<file path="src/rtl/periph_cmd_sequencer.sv">
// periph_cmd_sequencer
// Program-driven bus master. Instructions {op[3:0], addr, data} are loaded
// into an internal program RAM while idle and executed on a simple rd/wr
// bus with a ready handshake: NOP, WRITE, READ-compare, WAIT, JUMP, HALT.
// Optional feature macro: BUS_TIMEOUT_EN -- adds a bus-ready watchdog that
// aborts a bus access with error after TIMEOUT_CYC cycles without ready.
module periph_cmd_sequencer #(
  parameter int ADDR_W      = 8,
  parameter int DATA_W      = 8,
  parameter int PROG_DEPTH  = 16,
  parameter int TIMEOUT_CYC = 64,
  localparam int PC_W    = (PROG_DEPTH > 1) ? $clog2(PROG_DEPTH) : 1,
  localparam int INSTR_W = 4 + ADDR_W + DATA_W
) (
  input  logic               clk,
  input  logic               rst,
  input  logic               prog_we,
  input  logic [PC_W-1:0]    prog_addr,
  input  logic [INSTR_W-1:0] prog_data,
  input  logic               start,
  output logic               busy,
  output logic               done,
  output logic               error,
  output logic               mismatch,
  output logic [ADDR_W-1:0]  bus_addr,
  output logic [DATA_W-1:0]  bus_wdata,
  output logic               bus_wr,
  output logic               bus_rd,
  input  logic [DATA_W-1:0]  bus_rdata,
  input  logic               bus_ready
);

  localparam logic [3:0] OP_NOP   = 4'h0;
  localparam logic [3:0] OP_WRITE = 4'h1;
  localparam logic [3:0] OP_READ  = 4'h2;
  localparam logic [3:0] OP_WAIT  = 4'h3;
  localparam logic [3:0] OP_JUMP  = 4'h4;
  localparam logic [3:0] OP_HALT  = 4'hF;

  typedef enum logic [2:0] {
    S_IDLE,
    S_FETCH,
    S_EXEC,
    S_BUS,
    S_WAIT
  } state_e;

  // Program storage; not reset, read through a registered port.
  logic [INSTR_W-1:0] mem [PROG_DEPTH];
  logic [INSTR_W-1:0] instr_q;
  logic               mem_we;
  logic               fetch_en;

  state_e             state_q, state_d;
  logic [PC_W-1:0]    pc_q, pc_d;
  logic [PC_W-1:0]    pc_inc;
  logic [ADDR_W-1:0]  bus_addr_q, bus_addr_d;
  logic [DATA_W-1:0]  bus_wdata_q, bus_wdata_d;
  logic               bus_wr_q, bus_wr_d;
  logic               bus_rd_q, bus_rd_d;
  logic [DATA_W-1:0]  wait_cnt_q, wait_cnt_d;
  logic               done_q, done_d;
  logic               error_q, error_d;
  logic               mismatch_q, mismatch_d;

`ifdef BUS_TIMEOUT_EN
  localparam int TMO_W = $clog2(TIMEOUT_CYC + 1);
  logic [TMO_W-1:0]   tmo_cnt_q, tmo_cnt_d;
`endif

  // Decoded fields of the instruction currently being executed.
  logic [3:0]         ir_op;
  logic [ADDR_W-1:0]  ir_addr;
  logic [DATA_W-1:0]  ir_data;
  logic [31:0]        ir_data_ext;
  logic               jump_ok;

  assign ir_op       = instr_q[INSTR_W-1 -: 4];
  assign ir_addr     = instr_q[DATA_W +: ADDR_W];
  assign ir_data     = instr_q[DATA_W-1:0];
  assign ir_data_ext = 32'(ir_data);
  assign jump_ok     = (ir_data_ext < 32'(PROG_DEPTH));

  // PC advances modulo the program depth; no implicit halt at the end.
  assign pc_inc = (pc_q == PC_W'(PROG_DEPTH - 1)) ? '0 : pc_q + PC_W'(1);

  // Loads are only accepted while idle, and a coincident start wins.
  assign mem_we = prog_we && (state_q == S_IDLE) && !start;

  // Program RAM: write port from the loader, registered read for FETCH.
  always_ff @(posedge clk) begin
    if (mem_we) begin
      mem[prog_addr] <= prog_data;
    end
    if (fetch_en) begin
      instr_q <= mem[pc_q];
    end
  end

  // State and output registers; reset clears strobes immediately.
  always_ff @(posedge clk or posedge rst) begin
    if (rst) begin
      state_q     <= S_IDLE;
      pc_q        <= '0;
      bus_addr_q  <= '0;
      bus_wdata_q <= '0;
      bus_wr_q    <= 1'b0;
      bus_rd_q    <= 1'b0;
      wait_cnt_q  <= '0;
      done_q      <= 1'b0;
      error_q     <= 1'b0;
      mismatch_q  <= 1'b0;
`ifdef BUS_TIMEOUT_EN
      tmo_cnt_q   <= '0;
`endif
    end else begin
      state_q     <= state_d;
      pc_q        <= pc_d;
      bus_addr_q  <= bus_addr_d;
      bus_wdata_q <= bus_wdata_d;
      bus_wr_q    <= bus_wr_d;
      bus_rd_q    <= bus_rd_d;
      wait_cnt_q  <= wait_cnt_d;
      done_q      <= done_d;
      error_q     <= error_d;
      mismatch_q  <= mismatch_d;
`ifdef BUS_TIMEOUT_EN
      tmo_cnt_q   <= tmo_cnt_d;
`endif
    end
  end

  // Sequencer next-state: fetch, decode, bus handshake and wait counting.
  always_comb begin
    state_d     = state_q;
    pc_d        = pc_q;
    bus_addr_d  = bus_addr_q;
    bus_wdata_d = bus_wdata_q;
    bus_wr_d    = bus_wr_q;
    bus_rd_d    = bus_rd_q;
    wait_cnt_d  = wait_cnt_q;
    done_d      = 1'b0;
    error_d     = error_q;
    mismatch_d  = mismatch_q;
    fetch_en    = 1'b0;
`ifdef BUS_TIMEOUT_EN
    tmo_cnt_d   = tmo_cnt_q;
`endif

    case (state_q)
      S_IDLE: begin
        if (start) begin
          state_d    = S_FETCH;
          pc_d       = '0;
          error_d    = 1'b0;
          mismatch_d = 1'b0;
        end
      end

      S_FETCH: begin
        fetch_en = 1'b1;
        state_d  = S_EXEC;
      end

      S_EXEC: begin
        case (ir_op)
          OP_NOP: begin
            pc_d    = pc_inc;
            state_d = S_FETCH;
          end
          OP_WRITE: begin
            bus_addr_d  = ir_addr;
            bus_wdata_d = ir_data;
            bus_wr_d    = 1'b1;
            state_d     = S_BUS;
`ifdef BUS_TIMEOUT_EN
            tmo_cnt_d   = '0;
`endif
          end
          OP_READ: begin
            bus_addr_d  = ir_addr;
            bus_wdata_d = '0;
            bus_rd_d    = 1'b1;
            state_d     = S_BUS;
`ifdef BUS_TIMEOUT_EN
            tmo_cnt_d   = '0;
`endif
          end
          OP_WAIT: begin
            if (ir_data == '0) begin
              pc_d    = pc_inc;
              state_d = S_FETCH;
            end else begin
              wait_cnt_d = ir_data;
              state_d    = S_WAIT;
            end
          end
          OP_JUMP: begin
            if (jump_ok) begin
              pc_d    = ir_data[PC_W-1:0];
              state_d = S_FETCH;
            end else begin
              error_d = 1'b1;
              state_d = S_IDLE;
            end
          end
          OP_HALT: begin
            done_d  = 1'b1;
            state_d = S_IDLE;
          end
          default: begin
            error_d = 1'b1;
            state_d = S_IDLE;
          end
        endcase
      end

      S_BUS: begin
        // Ready takes priority over the watchdog in the same cycle.
        if (bus_ready) begin
          if (bus_rd_q && (bus_rdata != ir_data)) begin
            mismatch_d = 1'b1;
          end
          bus_wr_d = 1'b0;
          bus_rd_d = 1'b0;
          pc_d     = pc_inc;
          state_d  = S_FETCH;
        end
`ifdef BUS_TIMEOUT_EN
        else if (tmo_cnt_q == TMO_W'(TIMEOUT_CYC - 1)) begin
          bus_wr_d = 1'b0;
          bus_rd_d = 1'b0;
          error_d  = 1'b1;
          state_d  = S_IDLE;
        end else begin
          tmo_cnt_d = tmo_cnt_q + 1'b1;
        end
`endif
      end

      S_WAIT: begin
        if (wait_cnt_q == DATA_W'(1)) begin
          pc_d    = pc_inc;
          state_d = S_FETCH;
        end else begin
          wait_cnt_d = wait_cnt_q - DATA_W'(1);
        end
      end

      default: begin
        state_d = S_IDLE;
      end
    endcase
  end

  assign busy      = (state_q != S_IDLE);
  assign done      = done_q;
  assign error     = error_q;
  assign mismatch  = mismatch_q;
  assign bus_addr  = bus_addr_q;
  assign bus_wdata = bus_wdata_q;
  assign bus_wr    = bus_wr_q;
  assign bus_rd    = bus_rd_q;

endmodule

</file>
<file path="config.mk">
export PLATFORM = sky130hd
export DESIGN_NAME = periph_cmd_sequencer
export DESIGN_NICKNAME = d
export VERILOG_FILES = /design/src/rtl/periph_cmd_sequencer.sv
export SDC_FILE = /design/constraint.sdc
export NUM_CORES = 1
export LEC_CHECK = 0
export BUFFER_PORTS_ARGS = -buffer_cell sky130_fd_sc_hd__buf_2
export CAP_MARGIN = 20
export CORE_MARGIN = 3
export CORE_UTILIZATION = 40
export DETAILED_ROUTE_END_ITERATION = 10
export SYNTH_ARGS = -nofsm -noshare
export SYNTH_HDL_FRONTEND = slang
export SYNTH_SLANG_ARGS = --single-unit
export TNS_END_PERCENT = 1
</file>
<file path="constraint.sdc">
create_clock -name clk -period 4.7 [get_ports clk]
set_input_delay 0.705 -clock clk [delete_from_list [all_inputs] [get_ports clk]]
set_output_delay 0.705 -clock clk [all_outputs]
set_load 0.03 [all_outputs]
</file>
==> results.cfg <==
[timing]
slew_headroom = 0.356
whs_ns = 0.301
fin_crit_ns = 3.22
max_freq_ghz = 0.310
setup_viol = 0
setup_tns_ns = 0
slew_violations = 0
rsz0062_at_grt = false
final.period_utilization = 0.686
worst_pin_slew_ns = 0.967
fin_skew_ns = 0.00975
hold_viol = 0

[synthesis]
yosysTopAreaCell = edfxtp_1
synth.area.top_cells = edfxtp_1 (68%), mux4_2 (12%), dfrtp_1 (6.0%), mux2i_1 (1.3%), a21oi_1 (1.1%)
synthArstFlopShare = 0.0957
ys.flop_type = edfxtp_1
postSynthCellCount = 763
syn_nets = 803
synth.avg_cell_area_um2 = 19.5
synth_commonest_cells = edfxtp_1 (340), mux4_2 (80), dfrtp_1 (36)
syn_area_um2 = 14900
yosys_register_bits = 376
synth_edf_count = 340
yosysTopAreaCellShare = 0.685
yosys_warnings = 0
synth_cell_type_count = 54
post-synth-top-count-cell = edfxtp_1
synth.yosys.seq_area_share = 0.745

[placement]
routabilityCongestion = 0.779
dp_cells = 1272
io_buffers = 58
dpl.hpwl_um = 20100

[cells_and_area]
drive_above_1_share = 0.301
final_nets = 886
stdcell_count = 1345
diodes = 0
area_delta_synth_final_pct = 15.1
fin_util = 0.468

[setup_path]
reg2reg_to = mem[5][15]
r2r_cells = 6
end_kind = flip-flop
cp.arrival_ns = 3.43
worst-setup-path-type = flip-flop to flip-flop
reg2reg_setup_slack_ns = 1.48
critPathLaunchType = flip-flop
r2r-start = state_q[0]
required_ns = 4.91
cp_max_fo = 17

[clock_network]
cts_sinks = 376
clk_latency_ns = 0.52
cts_root_buffer = clkbuf_16
htreeDepth = 2
cts_tree = built
clock_path_buffers = 3
postCtsSetupRepairBufs = 0
hold_buffers = 0
cts_resized = 0
cts_buffers = 40
clk_pin_slew_ns = 0.06

[floorplanning]
fp.dieH_um = 199
row_count = 70
start_util = 0.406
dieArea_um2 = 39600
core_um2 = 36700
fp.dieW_um = 199
ios = 59

[global_route]
top_usage_layer = met2
grt_overflow_total = 0
antenna_found_initial = 1
met3_usage = 0.0275
grt_pass1_wl_um = 48000
use_met1 = 0.225
track_usage = 0.164
grt_start_max_net_pins = 72
met2_usage = 0.276
first_global_vias = 7532

[drt]
ant_nets = 0
viasPerCell = 5.41
drt_iter0_drc = 552
wl_per_cell_um = 23.6
drt-total-wl_um = 31700
num_vias = 7282
firstDrtPassIters = 5
drc = 0

[power]
vdd_drop_max_mv = 0.264
p_leak_uw = 0.00557
total_power_uw = 9320
power_density_nw_per_um2 = 543

[outcome]
status = finished clean

[hold_path]
hold_path.class = input pin to asynchronous set/reset pin

[job]
drv_cap = 0
[where the power goes]
| group | switching [µW] | leakage [µW] | internal (µW) |
|---|---|---|---|
| combinational | 974 | 0.00140 | 869 |
| clock | 1230 | 0.000647 | 1900 |
| sequential | 418 | 0.00353 | 3940 |
| total | 2620 | 0.00557 | 6700 |
[through the flow]
step / setup WS, ns / instance area [µm²]
2_1_floorplan: 1.24 / 14900
3_3_place_gp: 1.55 / 15800
3_5_place_dp: 1.50 / 15800
4_1_cts: 1.48 / 17200
5_1_grt: 1.21 / 17200
6_report: 1.48 / 17200
[sequential cells by signal, summed over array words and instances, names as in the netlist, 3 cells and up]
signal and cells:
wait_cnt_q 8, bus_wdata 8, state_q 3, pc_q 4, mem 320, instr_q 20, bus_addr 8
[routing by layer]
| layer | up-vias | share of wire |
|---|---|---|
| met4 | 2 | 0.020 |
| met1 | 3742 | 0.43 |
| met2 | 189 | 0.50 |
| met3 | 55 | 0.051 |
| li1 | 3294 | - |
| met5 | - | 0.00041 |
[cell families (layout without fill, tap and decap cells)]
logic type,Yosys count,in the layout,synth area share
compound gates,101,101,0.0435
xor+xnor,11,11,0.00646
fa+ha+maj,3,3,0.00252
buf+inv,51,165,0.0168
flops,376,376,0.745
mux,113,113,0.144
simple gates,108,108,0.0415
[layout by cell type (no fill, tap or decap), types with 2 or more instances in the layout]
cell type,Yosys,routed
a211oi_1,22,22
a21oi_1,34,34
a22o_1,8,8
a22oi_1,2,2
a31oi_1,4,4
buf_2,14,58
buf_4,5,25
bufinv_16,0,5
clkbuf_1,19,4
clkbuf_16,0,41
clkbuf_8,0,2
clkinv_1,0,10
clkinv_2,0,7
clkinvlp_4,0,2
dfrtp_1,36,32
dfrtp_4,0,3
edfxtp_1,340,340
ha_1,3,3
inv_1,8,8
inv_6,0,2
mux2_2,12,12
mux2i_1,20,20
mux4_2,80,80
nand2_1,14,14
nand2b_1,4,4
nand3_1,6,6
nand3b_1,3,3
nor2_1,26,14
nor2_2,0,12
nor2b_1,23,23
nor3_1,11,7
nor3_2,0,4
nor3b_1,2,2
nor4_1,6,6
nor4b_1,2,2
o21ai_0,11,11
o21ai_1,7,7
or3b_1,2,2
xor2_1,11,11
[how the worst max path moves through the flow]
stage,from,endpoint,slack [ns]
2_1_floorplan,state_q[1],mem[4][0],1.24
3_3_place_gp,state_q[0],mem[5][19],1.55
3_5_place_dp,state_q[0],mem[5][15],1.50
4_1_cts,state_q[0],mem[5][19],1.48
5_1_grt,state_q[0],mem[5][18],1.21
6_report,state_q[0],mem[5][15],1.48
[layout make-up]
cell class / count / area (µm²)
clock buffer: 47 / 1070
clock inverter: 26 / 255
fill: 3091 / 19500
inverter: 8 / 30.0
multi-input combinational: 336 / 3600
sequential: 376 / 11100
tap: 468 / 586
timing repair buffer: 84 / 498
[worst max-delay path: stages (launching register included)]
cell and delay (ns):
dfrtp_1 0.54, nor3_1 0.49, inv_1 0.11, nor3b_1 0.69, nand3b_1 0.36, nor2_2 0.40, buf_4 0.31
No activity file was read; power rests on OpenSTA's default activity.
